==> src/rtl/instruction_fetch_unit_pkg.sv <==
// Shared CPU definitions: opcodes, instruction field positions, IFU state encoding.
package cpu_defs;

    localparam logic [7:0] OP_LOADI = 8'h00;
    localparam logic [7:0] OP_MOV   = 8'h01;
    localparam logic [7:0] OP_ADD   = 8'h02;
    localparam logic [7:0] OP_SUB   = 8'h03;
    localparam logic [7:0] OP_AND   = 8'h04;
    localparam logic [7:0] OP_OR    = 8'h05;

    localparam int OPC_MSB  = 31;
    localparam int OPC_LSB  = 24;
    localparam int DEST_MSB = 23;
    localparam int DEST_LSB = 16;
    localparam int SRC1_MSB = 15;
    localparam int SRC1_LSB = 8;
    localparam int SRC2_MSB = 7;
    localparam int SRC2_LSB = 0;

    localparam int unsigned PC_STEP_DEFAULT = 4;

    typedef enum logic [1:0] {
        ST_RST   = 2'd0,
        ST_FETCH = 2'd1,
        ST_ISSUE = 2'd2
    } ifu_state_e;

endpackage

==> src/rtl/instruction_fetch_unit_if.sv <==
// Instruction memory read/busywait bus; master is the fetch unit, slave is the memory.
interface instruction_fetch_unit_if;

    logic        read;
    logic [31:0] addr;
    logic        busywait;
    logic [31:0] readdata;

    modport master (output read, output addr, input busywait, input readdata);
    modport slave  (input read, input addr, output busywait, output readdata);

endinterface

==> src/rtl/instruction_fetch_unit_pc_next_calc.sv <==
// Next-PC adder: sequential step plus optional signed word-offset branch.
// Branching is compiled in only when IFU_BRANCH_EN is defined.
module pc_next_calc #(
    parameter int unsigned PC_STEP = 4
) (
    input  logic [31:0] pc_i,
    input  logic        branch_taken_i,
    input  logic [7:0]  branch_offset_i,
    output logic [31:0] next_pc_o
);

    logic [31:0] seq_pc;

    assign seq_pc = pc_i + PC_STEP[31:0];

`ifdef IFU_BRANCH_EN
    logic [31:0] offset_bytes;

    // Word offset becomes a byte offset: sign-extend then shift left by two.
    assign offset_bytes = {{22{branch_offset_i[7]}}, branch_offset_i, 2'b00};
    assign next_pc_o    = branch_taken_i ? (seq_pc + offset_bytes) : seq_pc;
`else
    logic unused_branch;

    assign unused_branch = branch_taken_i ^ (^branch_offset_i);
    assign next_pc_o     = seq_pc;
`endif

endmodule

==> src/rtl/instruction_fetch_unit.sv <==
// Fetch unit: holds PC, fetches over the imem handshake, issues decoded fields.
// Optional branch redirect via macro IFU_BRANCH_EN (see pc_next_calc).
//   state    | meaning
//   ST_RST   | reset held, no request, nothing issued
//   ST_FETCH | read request at PC, waiting for busywait low
//   ST_ISSUE | fields valid from instruction register, held while stalled
module instruction_fetch_unit
    import cpu_defs::*;
#(
    parameter logic [31:0] RESET_PC = 32'h0000_0000,
    parameter int unsigned PC_STEP  = PC_STEP_DEFAULT
) (
    input  logic                      clk_i,
    input  logic                      reset_i,
    instruction_fetch_unit_if.master  imem,
    input  logic                      stall_i,
    input  logic                      branch_taken_i,
    input  logic [7:0]                branch_offset_i,
    output logic [31:0]               pc_o,
    output logic                      instr_valid_o,
    output logic [7:0]                opcode_o,
    output logic [7:0]                dest_o,
    output logic [7:0]                src1_o,
    output logic [7:0]                src2_o
);

    ifu_state_e  state_q, state_d;
    logic [31:0] pc_q, pc_d;
    logic [31:0] ir_q, ir_d;
    logic [31:0] next_pc;
    logic        read_d;
    logic        valid_d;

    pc_next_calc #(.PC_STEP(PC_STEP)) u_pc_next_calc (
        .pc_i            (pc_q),
        .branch_taken_i  (branch_taken_i),
        .branch_offset_i (branch_offset_i),
        .next_pc_o       (next_pc)
    );

    always_ff @(posedge clk_i) begin
        if (reset_i) begin
            state_q <= ST_RST;
            pc_q    <= RESET_PC;
            ir_q    <= '0;
        end else begin
            state_q <= state_d;
            pc_q    <= pc_d;
            ir_q    <= ir_d;
        end
    end

    always_comb begin
        state_d = state_q;
        pc_d    = pc_q;
        ir_d    = ir_q;
        read_d  = 1'b0;
        valid_d = 1'b0;
        case (state_q)
            ST_RST: begin
                state_d = ST_FETCH;
            end
            ST_FETCH: begin
                read_d = 1'b1;
                if (!imem.busywait) begin
                    ir_d    = imem.readdata;
                    state_d = ST_ISSUE;
                end
            end
            ST_ISSUE: begin
                valid_d = 1'b1;
                // Branch is only sampled on the edge that ends the issue, so a stalled branch is deferred.
                if (!stall_i) begin
                    pc_d    = next_pc;
                    state_d = ST_FETCH;
                end
            end
            default: begin
                state_d = ST_RST;
            end
        endcase
    end

    assign imem.read     = read_d;
    assign imem.addr     = pc_q;
    assign pc_o          = pc_q;
    assign instr_valid_o = valid_d;
    assign opcode_o      = ir_q[OPC_MSB:OPC_LSB];
    assign dest_o        = ir_q[DEST_MSB:DEST_LSB];
    assign src1_o        = ir_q[SRC1_MSB:SRC1_LSB];
    assign src2_o        = ir_q[SRC2_MSB:SRC2_LSB];

endmodule

==> src/flat_wrapper.sv <==
// flat-port wrapper written by rule: the top's interface ports become plain ports
module instruction_fetch_unit_flat import cpu_defs::*;
#(
    parameter logic [31:0] RESET_PC = 32'h0000_0000,
    parameter int unsigned PC_STEP  = PC_STEP_DEFAULT
)
  (clk_i, reset_i, stall_i, branch_taken_i, branch_offset_i, pc_o, instr_valid_o, opcode_o, dest_o, src1_o, src2_o, imem_read, imem_addr, imem_busywait, imem_readdata);
  instruction_fetch_unit_if imem_i ();
  input  logic clk_i;
  input  logic reset_i;
  input  logic stall_i;
  input  logic branch_taken_i;
  input  logic [7:0] branch_offset_i;
  output logic [31:0] pc_o;
  output logic instr_valid_o;
  output logic [7:0] opcode_o;
  output logic [7:0] dest_o;
  output logic [7:0] src1_o;
  output logic [7:0] src2_o;
  output wire logic [$bits(imem_i.read)-1:0] imem_read;
  output wire logic [$bits(imem_i.addr)-1:0] imem_addr;
  input wire logic [$bits(imem_i.busywait)-1:0] imem_busywait;
  input wire logic [$bits(imem_i.readdata)-1:0] imem_readdata;
  assign imem_read = imem_i.read;
  assign imem_addr = imem_i.addr;
  assign imem_i.busywait = imem_busywait;
  assign imem_i.readdata = imem_readdata;
  instruction_fetch_unit #(.RESET_PC(RESET_PC), .PC_STEP(PC_STEP)) u_core (.clk_i(clk_i), .reset_i(reset_i), .imem(imem_i), .stall_i(stall_i), .branch_taken_i(branch_taken_i), .branch_offset_i(branch_offset_i), .pc_o(pc_o), .instr_valid_o(instr_valid_o), .opcode_o(opcode_o), .dest_o(dest_o), .src1_o(src1_o), .src2_o(src2_o));
endmodule
==> config.mk <==
export PLATFORM = sky130hd
export DESIGN_NAME = instruction_fetch_unit_flat
export DESIGN_NICKNAME = d
export VERILOG_FILES = /design/src/rtl/instruction_fetch_unit_pkg.sv /design/src/rtl/instruction_fetch_unit_if.sv /design/src/rtl/instruction_fetch_unit_pc_next_calc.sv /design/src/rtl/instruction_fetch_unit.sv /design/src/flat_wrapper.sv
export SDC_FILE = /design/constraint.sdc
export NUM_CORES = 1
export LEC_CHECK = 0
export BUFFER_PORTS_ARGS = -buffer_cell sky130_fd_sc_hd__clkbuf_2
export CORE_MARGIN = 8
export CORE_UTILIZATION = 45
export DETAILED_ROUTE_END_ITERATION = 10
export PLACE_DENSITY = 0.79
export SYNTH_ARGS = -nofsm -noshare
export SYNTH_HDL_FRONTEND = slang
export SYNTH_SLANG_ARGS = --single-unit
==> constraint.sdc <==
create_clock -name clk_i -period 6.3 [get_ports clk_i]
set_clock_uncertainty 0.2 [all_clocks]
set_input_delay 1.89 -clock clk_i [delete_from_list [all_inputs] [get_ports clk_i]]
set_output_delay 1.89 -clock clk_i [all_outputs]
set_load 0.02 [all_outputs]
# --- After elaboration in Yosys (flattened, before gate mapping) ---
# Index checks and enable logic that the tools add are counted.
word_totals:
  ff_bits: 66
  out_inout_bits: 98
  elab_cells: 19
classes:
  n_addsub: 1
  eq_ne: 4
  n_mux: 5
  bitwise: 2
  n_reduce_logical: 4
ops:
  columns: ["cell", "count"]
  rows:
  - ["$add 32x3->32 const B", 1]
  - ["$pmux 2 s3", 1]
  - ["$reduce_and 2->1", 3]
  - ["$mux 2", 2]
  - ["$ne 2x2->1 const B", 2]
  - ["$eq 2x1->1 const B", 1]
  - ["$eq 2x2->1 const B", 1]
  - ["$logic_not 2->1", 1]
  - ["$mux 1", 2]
  - ["$not 1->1", 2]

# --- Longest topological paths before layout ---
depth:
  word_depth: 3
  depth_mapped: 7

# --- Cells and area by module ---
# From an unflattened synthesis, not the netlist that was laid out.
unflattened:
  cells_unflattened: 405
  hier_area_um2: 3159.3
modules_own_cells:
  columns: ["module", "n_inst", "cells_per_inst", "area_per_inst_um2", "seq_area_each_um2"]
  rows:
  - ["instruction_fetch_unit", 1, 322, 2578.7, 1321.3]
  - ["pc_next_calc", 1, 83, 580.6, 0.0]

# --- Worst setup path after synthesis ---
# No wires, ideal clock.
synth_timing:
  kind: "input -> register"
  from: "in stall_i"
  to: "reg u_core.pc_q[20], in the netlist u_core.imem.addr[20]"
  t_arrival_ns: 3.364
  path_slack_ns: 2.666
  path_stages: 6
  path_buffers: 2
  cell_sequence: "nand4bb_1 -> clkbuf_1 -> or4_1 -> buf_2 -> or4_1 -> a21oi_1"
synth_via:
  elab_chain_cells: 2
synth_rtl:
  columns: ["item", "line_no", "rtl"]
  rows:
  - ["from (decl)", "flat_wrapper.sv:11", "input logic stall_i;"]
  - ["$not 1->1 (no source line)", null, null]
  - ["$reduce_and 2->1 (no source line)", null, null]
  - ["to (signal assigned)", "instruction_fetch_unit.sv:48", "pc_q <= pc_d;"]
  - ["to (decl)", "instruction_fetch_unit.sv:28", "logic [31:0] pc_q, pc_d;"]
# Every way passes these cells.
# A chain may end at the register's enable or synchronous reset.

# --- Final worst setup path ---
layout_timing:
  from: "in stall_i"
  to: "reg u_core.pc_q[22], in the netlist u_core.imem.addr[22]"
# The elaborated chain is that of the path after synthesis.

==> metrics.log <==
INFO  metric status = finished, final reports clean
INFO  metric gp_congestion = 0.814
INFO  metric synth.ff_latch_count = 64
INFO  metric drc_errors = 0
INFO  metric h-tree-depth = 3
INFO  metric die-area = 9300 um2
INFO  metric num-fill-cells = 611
INFO  metric fp-row-count = 29
INFO  metric cts.root.buffer_cell = clkbuf_8
INFO  metric timing.final.setup_violations = 0
INFO  metric ys_async_sr_fraction = 0
INFO  metric mappedNetlistArea = 2910 um2
INFO  metric first_pass_iters = 4
INFO  metric worstPathBufferInverterCount = 1
INFO  metric place_hpwl = 5500 um
INFO  metric width_of_the_chip = 96.4 um
INFO  metric dr.first_iter.drc_count = 102
INFO  metric fin_crit_sh = 0.587
INFO  metric ctsResizeCount = 0
INFO  metric ant_nets = 0
INFO  metric number_of_enable_flip_flop_cells_after_synthesis = 0
INFO  metric tritoncts = yes
INFO  metric yosysTopAreaCell = dfxtp_1
INFO  metric yosysWarningCount = 0
INFO  metric areaGrowthSynthToFinish = 23.5%
INFO  metric fmax = 271 MHz
INFO  metric timing.max_cap.violations = 0
INFO  metric worst_path_max_delay_cell = or4_1
INFO  metric setup_repair_bufs_after_cts = 0
INFO  metric cts.path.max_buffers = 2
INFO  metric cts_buffers = 9
INFO  metric timing.hold.worst.class = flip-flop to flip-flop
INFO  metric gr-total-overflow = 0
INFO  metric cts_hold_repair.buffers = 0
INFO  metric synthTopCellsByArea = dfxtp_1 44%, nand2_1 9.8%, a21oi_1 8.9%, buf_4 8.8%, or4_1 4.1%
INFO  metric post_synth_num_cell_types = 33
INFO  metric grt_first_pass_wirelength = 12100 um
INFO  metric fraction_of_synthesized_cell_area_taken_by_the_top_area_cell_type = 0.440
INFO  metric sequential_area = 1280 um2
INFO  metric crit_path_max_fanout = 11
INFO  metric critical_path.most_common_cell = or4_1
INFO  metric design.core.area = 6310 um2
INFO  metric vdd_ir_drop_max = 0.136 mV
INFO  metric grt_start_max_net_pins = 36
INFO  metric postSynth.topFlopCell = dfxtp_1
INFO  metric dp.cells = 513
INFO  metric slew_headroom = 0.199
INFO  metric slew_violations = 0
INFO  metric final_hold_viol_count = 0
INFO  metric drive_gt1_frac = 0.341
INFO  metric detail_route.vias_per_cell = 5.23
INFO  metric crit_path_start_kind = primary input
INFO  metric pwr_density_cell = 268 nW/um2
INFO  metric wl = 7590 um
INFO  metric synth.cells.most_frequent = 76 x nand2_1, 64 x dfxtp_1, 52 x a21oi_1
INFO  metric post_synth_inst_count = 359
INFO  metric layoutNonFillerInstCount = 529
INFO  metric initial_utilization = 0.461
INFO  metric diodes = 0
INFO  metric grt_setup_unrepaired = false
INFO  metric syn_avg_cell_area = 8.11 um2
INFO  metric nets = 493
INFO  metric fin_crit = 3700 ps
INFO  metric leakage = 1.52 nW
INFO  metric cts.reportedPaths.clkPinSlew = 70 ps
INFO  metric fin_tns_setup = 0 ps
INFO  metric place.port_buffers = 129
INFO  metric global_route.usage.total = 0.163
INFO  metric yosysMostFrequentCell = nand2_1
INFO  metric critPathArrivalTime = 3750 ps
INFO  metric footprint_of_the_multi_input_gates = 1280 um2
INFO  metric routed-via-count = 2765
INFO  metric ys_seq_area_frac = 0.440
INFO  metric clk_latency = 330 ps
INFO  metric timing.critical_path.max_delay_family = simple AND/OR/NAND/NOR gates
INFO  metric wire_per_inst = 14.3 um
INFO  metric clkSinkCount = 64
INFO  metric die_y = 96.4 um
INFO  metric critical_path_cell_sequence = clkbuf_2 > nand4bb_1 > or4_1 > or4_1 > a21oi_1
INFO  metric timing_worst_setup_path_type = primary input to flip-flop
INFO  metric worst-slew-pin-transition = 1200 ps
INFO  metric endpoint_kind = flip-flop
INFO  metric max_incr_delay_on_cp = 740 ps
INFO  metric first_global_vias = 2619
INFO  metric required = 6350 ps
INFO  metric antenna_found_initial = 0
INFO  metric top_level_ports = 143
-- layer usage --
layer	vias to the layer above	track usage	routed length (um)
li1	1380	-	-
met1	1272	0.172	2930
met2	100	0.275	3600
met3	13	0.0757	933
met4	0	0.0706	122
met5	-	0	0
-- logic make-up (layout without fill, tap and decap cells) --
| kind of cell | Yosys count | in the layout | synth area share |
|---|---|---|---|
| buf+inv | 61 | 151 | 0.126 |
| fa+ha+maj | 1 | 1 | 0.00430 |
| compound gates | 72 | 72 | 0.137 |
| xor+xnor | 7 | 7 | 0.0211 |
| flops | 64 | 64 | 0.440 |
| simple gates | 149 | 149 | 0.255 |
| mux | 4 | 4 | 0.0150 |
| other cells | 1 | 4 | 0.00129 |
-- sequential cells by signal (all words and copies together) (netlist names) --
signal,count
u_core.state_q,2
u_core.imem.addr,30
u_core.ir_q,32
-- worst register-to-register path, delay by kind of cell (launching register included) --
family	cells	cell delay, ps
fa+ha+maj	1	200
compound gates	1	150
simple gates	3	1500
flops	1	460
-- cell usage in the layout, fill, tap and decap left out, drive strengths merged, types with 7 or more instances in the layout --
master / n
nand2: 76
nor2: 13
clkbuf: 139
nand3: 9
dfxtp: 64
o31ai: 14
a21oi: 52
nor2b: 7
or4: 17
or3: 7
-- power breakdown --
part / leakage, nW / switching (W) / internal [W] / total [W]
registers: 0.519 / 0.00000630 / 0.000416 / 0.000422
logic: 0.865 / 0.0000459 / 0.0000246 / 0.0000705
clock network: 0.136 / 0.000158 / 0.000312 / 0.000470
-- final cells by class --
class,count,share of cell area
Clock buffer,10,0.0383
Clock inverter,6,0.0362
Inverter,5,0.00522
Multi-Input combinational cell,237,0.355
Sequential cell,64,0.356
Tap cell,77,0.0268
Timing Repair Buffer,130,0.182
-- through the flow --
stage	setup WS [ps]	cell area [um2]	hold slack (ps)	total power, W	util
5_1_grt	2450	3590	268	0.00100	0.569
6_report	2600	3590	256	0.000963	0.569
4_1_cts	2590	3590	256	0.000975	0.569
3_3_place_gp	2320	3330	241	0.000501	0.527
3_5_place_dp	2230	3330	246	0.000503	0.527
2_1_floorplan	2670	2920	334	0.000476	-
-- worst paths after layout --
check	from	endpoint	slack [ps]	cells after the start
worst max-delay path	stall_i	u_core.imem.addr[22]$_SDFFE_PP0P_	2600	5
worst min-delay path	u_core.ir_q[10]$_SDFFE_PP0P_	u_core.ir_q[10]$_SDFFE_PP0P_	260	2
worst max register to register	u_core.imem.addr[3]$_SDFFE_PP0P_	u_core.imem.addr[22]$_SDFFE_PP0P_	3710	5
worst min register to register	u_core.ir_q[10]$_SDFFE_PP0P_	u_core.ir_q[10]$_SDFFE_PP0P_	260	2
No activity file was read; power rests on OpenSTA's default activity.
